$ cat src/rtl/reg_wr_pkg.sv
// reg_wr_pkg: shared state encoding and widths for the register write controller.
package reg_wr_pkg;
    localparam int DEFAULT_DATA_WIDTH = 32;
    localparam int ERR_CNT_W          = 8;
    localparam int RETRY_W            = 4;

    typedef enum logic [1:0] {
        ST_IDLE   = 2'd0,
        ST_WRITE  = 2'd1,
        ST_VERIFY = 2'd2
    } state_t;
endpackage

$ cat src/rtl/reg_write_ctrl.sv
// reg_write_ctrl: writes each accepted request into the register, verifies the read-back,
// retries mismatches up to MAX_RETRY times and counts unrecoverable failures.
module reg_write_ctrl
    import reg_wr_pkg::*;
#(
    parameter int DATA_WIDTH = DEFAULT_DATA_WIDTH,
    parameter int MAX_RETRY  = 3
) (
    input  logic                  clk,
    input  logic                  reset,
    input  logic                  in_valid,
    output logic                  in_ready,
    input  logic [DATA_WIDTH-1:0] in_data,
    output logic                  sel,
    output logic                  wr,
    output logic [DATA_WIDTH-1:0] wdata,
    input  logic [DATA_WIDTH-1:0] rdata,
    output logic                  busy,
    output logic                  done,
    output logic                  err,
    output logic [ERR_CNT_W-1:0]  err_count
);
    localparam logic [RETRY_W-1:0] MAX_R = RETRY_W'(MAX_RETRY);

    state_t                state_q, state_d;
    logic [DATA_WIDTH-1:0] hold_q, hold_d;
    logic [RETRY_W-1:0]    retry_q, retry_d;
    logic [ERR_CNT_W-1:0]  err_cnt_q, err_cnt_d;
    logic                  done_q, done_d;
    logic                  err_q, err_d;

    always_comb begin
        state_d   = state_q;
        hold_d    = hold_q;
        retry_d   = retry_q;
        err_cnt_d = err_cnt_q;
        done_d    = 1'b0;
        err_d     = 1'b0;
        case (state_q)
            ST_IDLE: begin
                if (in_valid) begin
                    hold_d  = in_data;
                    retry_d = '0;
                    state_d = ST_WRITE;
                end
            end
            ST_WRITE: state_d = ST_VERIFY;
            ST_VERIFY: begin
                if (rdata == hold_q) begin
                    done_d  = 1'b1;
                    state_d = ST_IDLE;
                end else if (retry_q < MAX_R) begin
                    retry_d = retry_q + RETRY_W'(1);
                    state_d = ST_WRITE;
                end else begin
                    err_d     = 1'b1;
                    err_cnt_d = (&err_cnt_q) ? err_cnt_q : err_cnt_q + ERR_CNT_W'(1);
                    state_d   = ST_IDLE;
                end
            end
            default: state_d = ST_IDLE;
        endcase
    end

    always_ff @(posedge clk) begin
        if (!reset) begin
            state_q   <= ST_IDLE;
            hold_q    <= '0;
            retry_q   <= '0;
            err_cnt_q <= '0;
            done_q    <= 1'b0;
            err_q     <= 1'b0;
        end else begin
            state_q   <= state_d;
            hold_q    <= hold_d;
            retry_q   <= retry_d;
            err_cnt_q <= err_cnt_d;
            done_q    <= done_d;
            err_q     <= err_d;
        end
    end

    // Outputs decode straight from the state flop, so none depends on live inputs.
    assign in_ready  = (state_q == ST_IDLE);
    assign busy      = (state_q != ST_IDLE);
    assign sel       = busy;
    assign wr        = (state_q == ST_WRITE);
    assign wdata     = hold_q;
    assign done      = done_q;
    assign err       = err_q;
    assign err_count = err_cnt_q;
endmodule
$ cat config.mk
export PLATFORM = sky130hd
export DESIGN_NAME = reg_write_ctrl
export DESIGN_NICKNAME = d
export VERILOG_FILES = /design/src/rtl/reg_wr_pkg.sv /design/src/rtl/reg_write_ctrl.sv
export SDC_FILE = /design/constraint.sdc
export NUM_CORES = 1
export LEC_CHECK = 0
export ABC_AREA = 1
export BUFFER_PORTS_ARGS = -buffer_cell sky130_fd_sc_hd__buf_2
export CAP_MARGIN = 5
export CORE_UTILIZATION = 47
export CTS_BUF_LIST = sky130_fd_sc_hd__clkbuf_8
export CTS_CLUSTER_DIAMETER = 100
export CTS_CLUSTER_SIZE = 28
export DETAILED_ROUTE_END_ITERATION = 8
export PLACE_DENSITY_LB_ADDON = 0.1
export SYNTH_ARGS = -nofsm -noshare
export SYNTH_HDL_FRONTEND = slang
export SYNTH_SLANG_ARGS = --single-unit
$ cat constraint.sdc
create_clock -name clk -period 1.6 [get_ports clk]
set_input_delay 0.32 -clock clk [delete_from_list [all_inputs] [get_ports clk]]
set_output_delay 0.32 -clock clk [all_outputs]
set_load 0.005 [all_outputs]
* Word level (Yosys, flattened, before mapping)
Index checks and enable logic that the tools add are counted.
** Word-level totals
- Word-level logic and storage cells :: 39
- Input port bits :: 67
- Output and inout port bits :: 46
- Register bits after elaboration :: 48
** Operators by class
- Equal/unequal tests :: 6
- Bitwise gates (word level) :: 5
- Reductions and logical operators :: 9
- Add/subtract/negate cells :: 2
- Order comparisons :: 1
- Muxes and demuxes :: 10
** Operators with widths (count)
- $eq 32x32->1 :: 1
- $mux 4 :: 3
- $add 8x1->8 const B :: 1
- $pmux 4 s2 :: 1
- $reduce_and 4->1 :: 2
- $reduce_and 8->1 :: 1
- $ne 2x2->1 const B :: 3
- $pmux 2 s3 :: 1
- $not 1->1 :: 5
- $add 4x1->4 const B :: 1
- $lt 4x2->1 const B :: 1
- $mux 1 :: 4
- $reduce_and 2->1 :: 2
- $reduce_bool 2->1 :: 2
- $reduce_or 3->1 :: 1
- $eq 2x1->1 const B :: 1
- $eq 2x2->1 const B :: 1
- $logic_not 2->1 :: 1
- $mux 2 :: 1

* Depth between registers and ports, before layout
- Depth in word-level cells :: 4
- Mapped depth :: 12
- Mapped depth without buffers :: 12

* Least setup slack after synthesis
No wires, ideal clock.
- Kind :: flip-flop to flip-flop
- Start :: register err_cnt_q[0] (netlist: err_count[0])
- End :: register err_cnt_q[6] (netlist: err_count[6])
- Setup slack :: 0.233 ns
- Required time :: 1.529 ns
- Stages on the path, launching flop included :: 8
- Arrival time :: 1.296 ns
- Library setup time :: 0.071 ns
- Period minus slack after synthesis :: 1.367 ns
- Buffers on the path :: 0
- Path through :: dfxtp_1 > ha_1 > nand3_1 > nor2_2 > a31oi_4 > nand3_2 > nand2_1 > a21oi_1
** On the way
- Cells in the longest elaborated chain, start to end :: 3
- Elaborated cells between the ends (all ways) :: 4
- Classes of those cells :: add/sub: 1; bitwise: 1; reduce/logical: 2
** RTL lines
- start: declaration :: line reg_write_ctrl.sv:28 : logic [ERR_CNT_W-1:0] err_cnt_q, err_cnt_d;
- start signal: assignment :: line reg_write_ctrl.sv:77 : err_cnt_q <= err_cnt_d;
- parallel branches: the longest is 3 deep, another holds $add 8x1->8
Several ways; the timed one is not identified.
A chain may end at the register's enable or synchronous reset.

* Worst setup path in the final report
- Start :: register err_cnt_q[1] (netlist: err_count[1])
- End :: register err_cnt_q[1] (netlist: err_count[1])
Same word-level chain as after synthesis.

==> summary.md <==
| Metric | Value |
|---|---|
| Status | complete, no violations |
| Synth cell types | 23 |
| Fillers | 445 |
| Die Y-Extent | 72.18 um |
| Area occupied by multi-input gates | 1250 sq um |
| Final #Nets | 507 |
| H-tree levels | 2 |
| Peak supply drop | 0.0004145 V |
| Min-Delay Path Class | input pin to flip-flop |
| Placed cell count | 496 |
| Avg Inst Size Synth | 7.122 sq um |
| 1st-iter DRT viols | 124 |
| CP Launch Type | flip-flop |
| Clk pwr share | 26.0% |
| TritonCTS clock tree | yes |
| Util after Layout | 66.25% |
| Comb pwr share | 21.3% |
| Hold Buf Count CTS | 0 |
| Internal power | 1.839 mW |
| Max Cap Viol | 0 |
| DR pass1 iterations | 4 |
| Leakage | 1.546 nW |
| Highest clock rate | 674.6 MHz |
| RSZ-0062 raised after global routing | false |
| Vias in the first global route | 2,142 |
| Setup TNS | 0 ns |
| Final WL | 5.596 mm |
| Clock root buffer | clkbuf_8 |
| Diodes inserted | 0 |
| Slew Viols, Final | 0 |
| Hold slack | 0.2712 ns |
| Die width | 72.18 um |
| Dpl ws | 0.01933 ns |
| Grt total ovfl | 0 |
| Post-route cell area | 3129 sq um |
| Mapped Cells | 325 |
| Net Sw Power | 0.7126 mW |
| Number of routed nets with antenna violations | 0 |
| Ys Warns | 0 |
| Layout cell share with drive strength beyond 1 | 32.65% |
| Longest Clk Path Bufs | 2 |
| Global-route wire length before repair | 9.039 mm |
| Port-buffer cells | 112 |
| CTS sink count | 48 |
| Buf/Inv on CP | 1 |
| CP endpoint kind | flip-flop |
| Net Sw Frac | 27.92% |
| Largest net degree at the start of global routing | 40 |
| Ordered cell list for the critical path | ha_2, nand3_1, nor2_4, a31oi_4, buf_4, nand4_1, a21oi_1 |
| Final Wtd Congestion | 0.8390 |
| Fin worst setup slack | 0.1176 ns |
| Syn Nets | 394 |
| Final setup viols | 0 |
| Overall via count from detail_route | 2,405 |
| Residual DRC count | 0 |
| Final min period | 1.482 ns |
| Placed inst area | 2974 sq um |
| Skew final | 0.002942 ns |
| Post-DP HPWL | 4.086 mm |
| Setup CP Type | flip-flop to flip-flop |
| Final Hold Fails | 0 |
| Sequential share of power | 52.7% |
| Die footprint | 5209 sq um |
| Share of the yosys chip area belonging to registers | 41.51% |
| Latest clock arrival within the worst-skew pair | 0.29 ns |
| Power per cell area | 815.5 nW/um^2 |
| Critical Path RT | 1.82 ns |
| # IOs | 113 |
| Worst slew pin tran | 0.4007 ns |
| CP max FO | 5 |
| Synth Register Bits | 48 |
| Critical path's top delay family | compound AO/OA/AOI/OAI gates |
| Worst slew margin | 73.26% |
| Total CTS buffers | 5 |
| Layout area overhead | 35.19% |
| Vias per inst | 4.762 |
| Reg clk slew, reported paths | 0.08 ns |
| Initial antenna violation count | 0 |
| CP max stage delay | 0.34 ns |
| Starting Density | 49.01% |
| # rows | 25 |
| Post-DR wirelength/cell | 11.08 um |
| FF+latch area | 965.9 sq um |
| Final instance count without filler cells | 505 |
| Core area | 4723 sq um |
| Post-Syn Area | 2315 sq um |
| Crit share post-route | 92.65% |
| Crit-path slowest cell | dfxtp_2 |
| GRT Resource Usage Total | 21.83% |
| Tot Pwr | 2.552 mW |
| Critical path data arrival time | 1.70 ns |
==> worst paths after layout <==
check	from	endpoint	slack (ns)	cells past startpoint
max	err_count[1]	err_count[1]	0.12	7
min	in_data[2]	wdata[2]	0.27	3
max reg2reg	err_count[1]	err_count[1]	0.12	7
min reg2reg	retry_q[2]	retry_q[2]	0.48	2
==> layout make-up <==
cell class	instances	area share, %
Clock buffer	5	2.199
Sequential cell	48	30.87
Inverter	27	3.239
Tap cell	67	2.679
Timing Repair Buffer	119	20.79
Multi-Input combinational cell	237	39.94
Clock inverter	2	0.2799
==> Yosys cell counts (all sizes together) <==
| cell | count | area, sq um |
|---|---|---|
| a21boi | 1 | 7.510 |
| a21oi | 19 | 98.85 |
| a31oi | 1 | 21.27 |
| buf | 6 | 33.77 |
| clkbuf | 7 | 26.28 |
| dfxtp | 48 | 960.9 |
| ha | 2 | 25.02 |
| inv | 27 | 101.4 |
| nand2 | 67 | 256.5 |
| nand3 | 7 | 40.04 |
| nand4 | 8 | 50.05 |
| nor2 | 69 | 264.0 |
| nor3 | 2 | 15.01 |
| o21ai | 32 | 160.2 |
| xnor2 | 26 | 227.7 |
| xor2 | 3 | 26.28 |
==> power by group through the flow <==
stage	Clock (mW)	Sequential (mW)	Combinational, mW
6_report	0.664	1.35	0.542
5_1_grt	0.732	1.36	0.619
4_1_cts	0.686	1.35	0.540
3_5_place_dp	0	1.37	0.537
3_3_place_gp	0	1.37	0.527
2_1_floorplan	0	1.37	0.300
==> flip-flops by register name, indices dropped and copies added, names as in the netlist <==
name / cells
wdata: 32
state_q: 2
done: 1
retry_q: 4
err: 1
err_count: 8
==> cells by family after synthesis <==
logic type      share of synthesized area [%]
buf+inv                                 6.973
flops                                   41.51
simple gates                            27.03
compound gates                          12.43
xor+xnor                                10.97
fa+ha+maj                               1.081
==> cell usage in the layout, fill, tap and decap left out <==
cell and n:
a21boi_1 1, a21oi_1 17, a21oi_2 1, a21oi_4 1
a31oi_4 1, buf_12 3, buf_2 112, buf_4 4
clkbuf_8 5, clkinv_2 1, dfxtp_1 44, dfxtp_2 4
ha_1 1, ha_2 1, inv_1 28, nand2_1 65
nand2_2 1, nand2_4 1, nand3_1 6, nand3_4 1
nand4_1 8, nor2_1 63, nor2_2 3, nor2_4 3
nor3_1 1, nor3_4 1, o21ai_0 32, xnor2_1 26
xor2_1 3
==> metal layers <==
layer	GRT usage, %	vias up	routed length, um
li1	-	1245	-
met1	26.20	1084	2489
met2	38.11	67	2721
met3	5.278	9	296
met4	7.407	0	89
met5	0	-	0
==> worst register-to-register path, stage by stage, from the launching register on <==
cell     delay [ns]
dfxtp_2        0.34
ha_2           0.19
nand3_1        0.13
nor2_4         0.06
a31oi_4        0.24
buf_4          0.18
nand4_1        0.10
a21oi_1        0.16
==> timing repair <==
action | CTS | global route
gates resized for setup | 0 | 18
endpoints found under the setup margin | 0 | 14
setup buffers | 0 | 2
No activity file was read; power rests on OpenSTA's default activity.
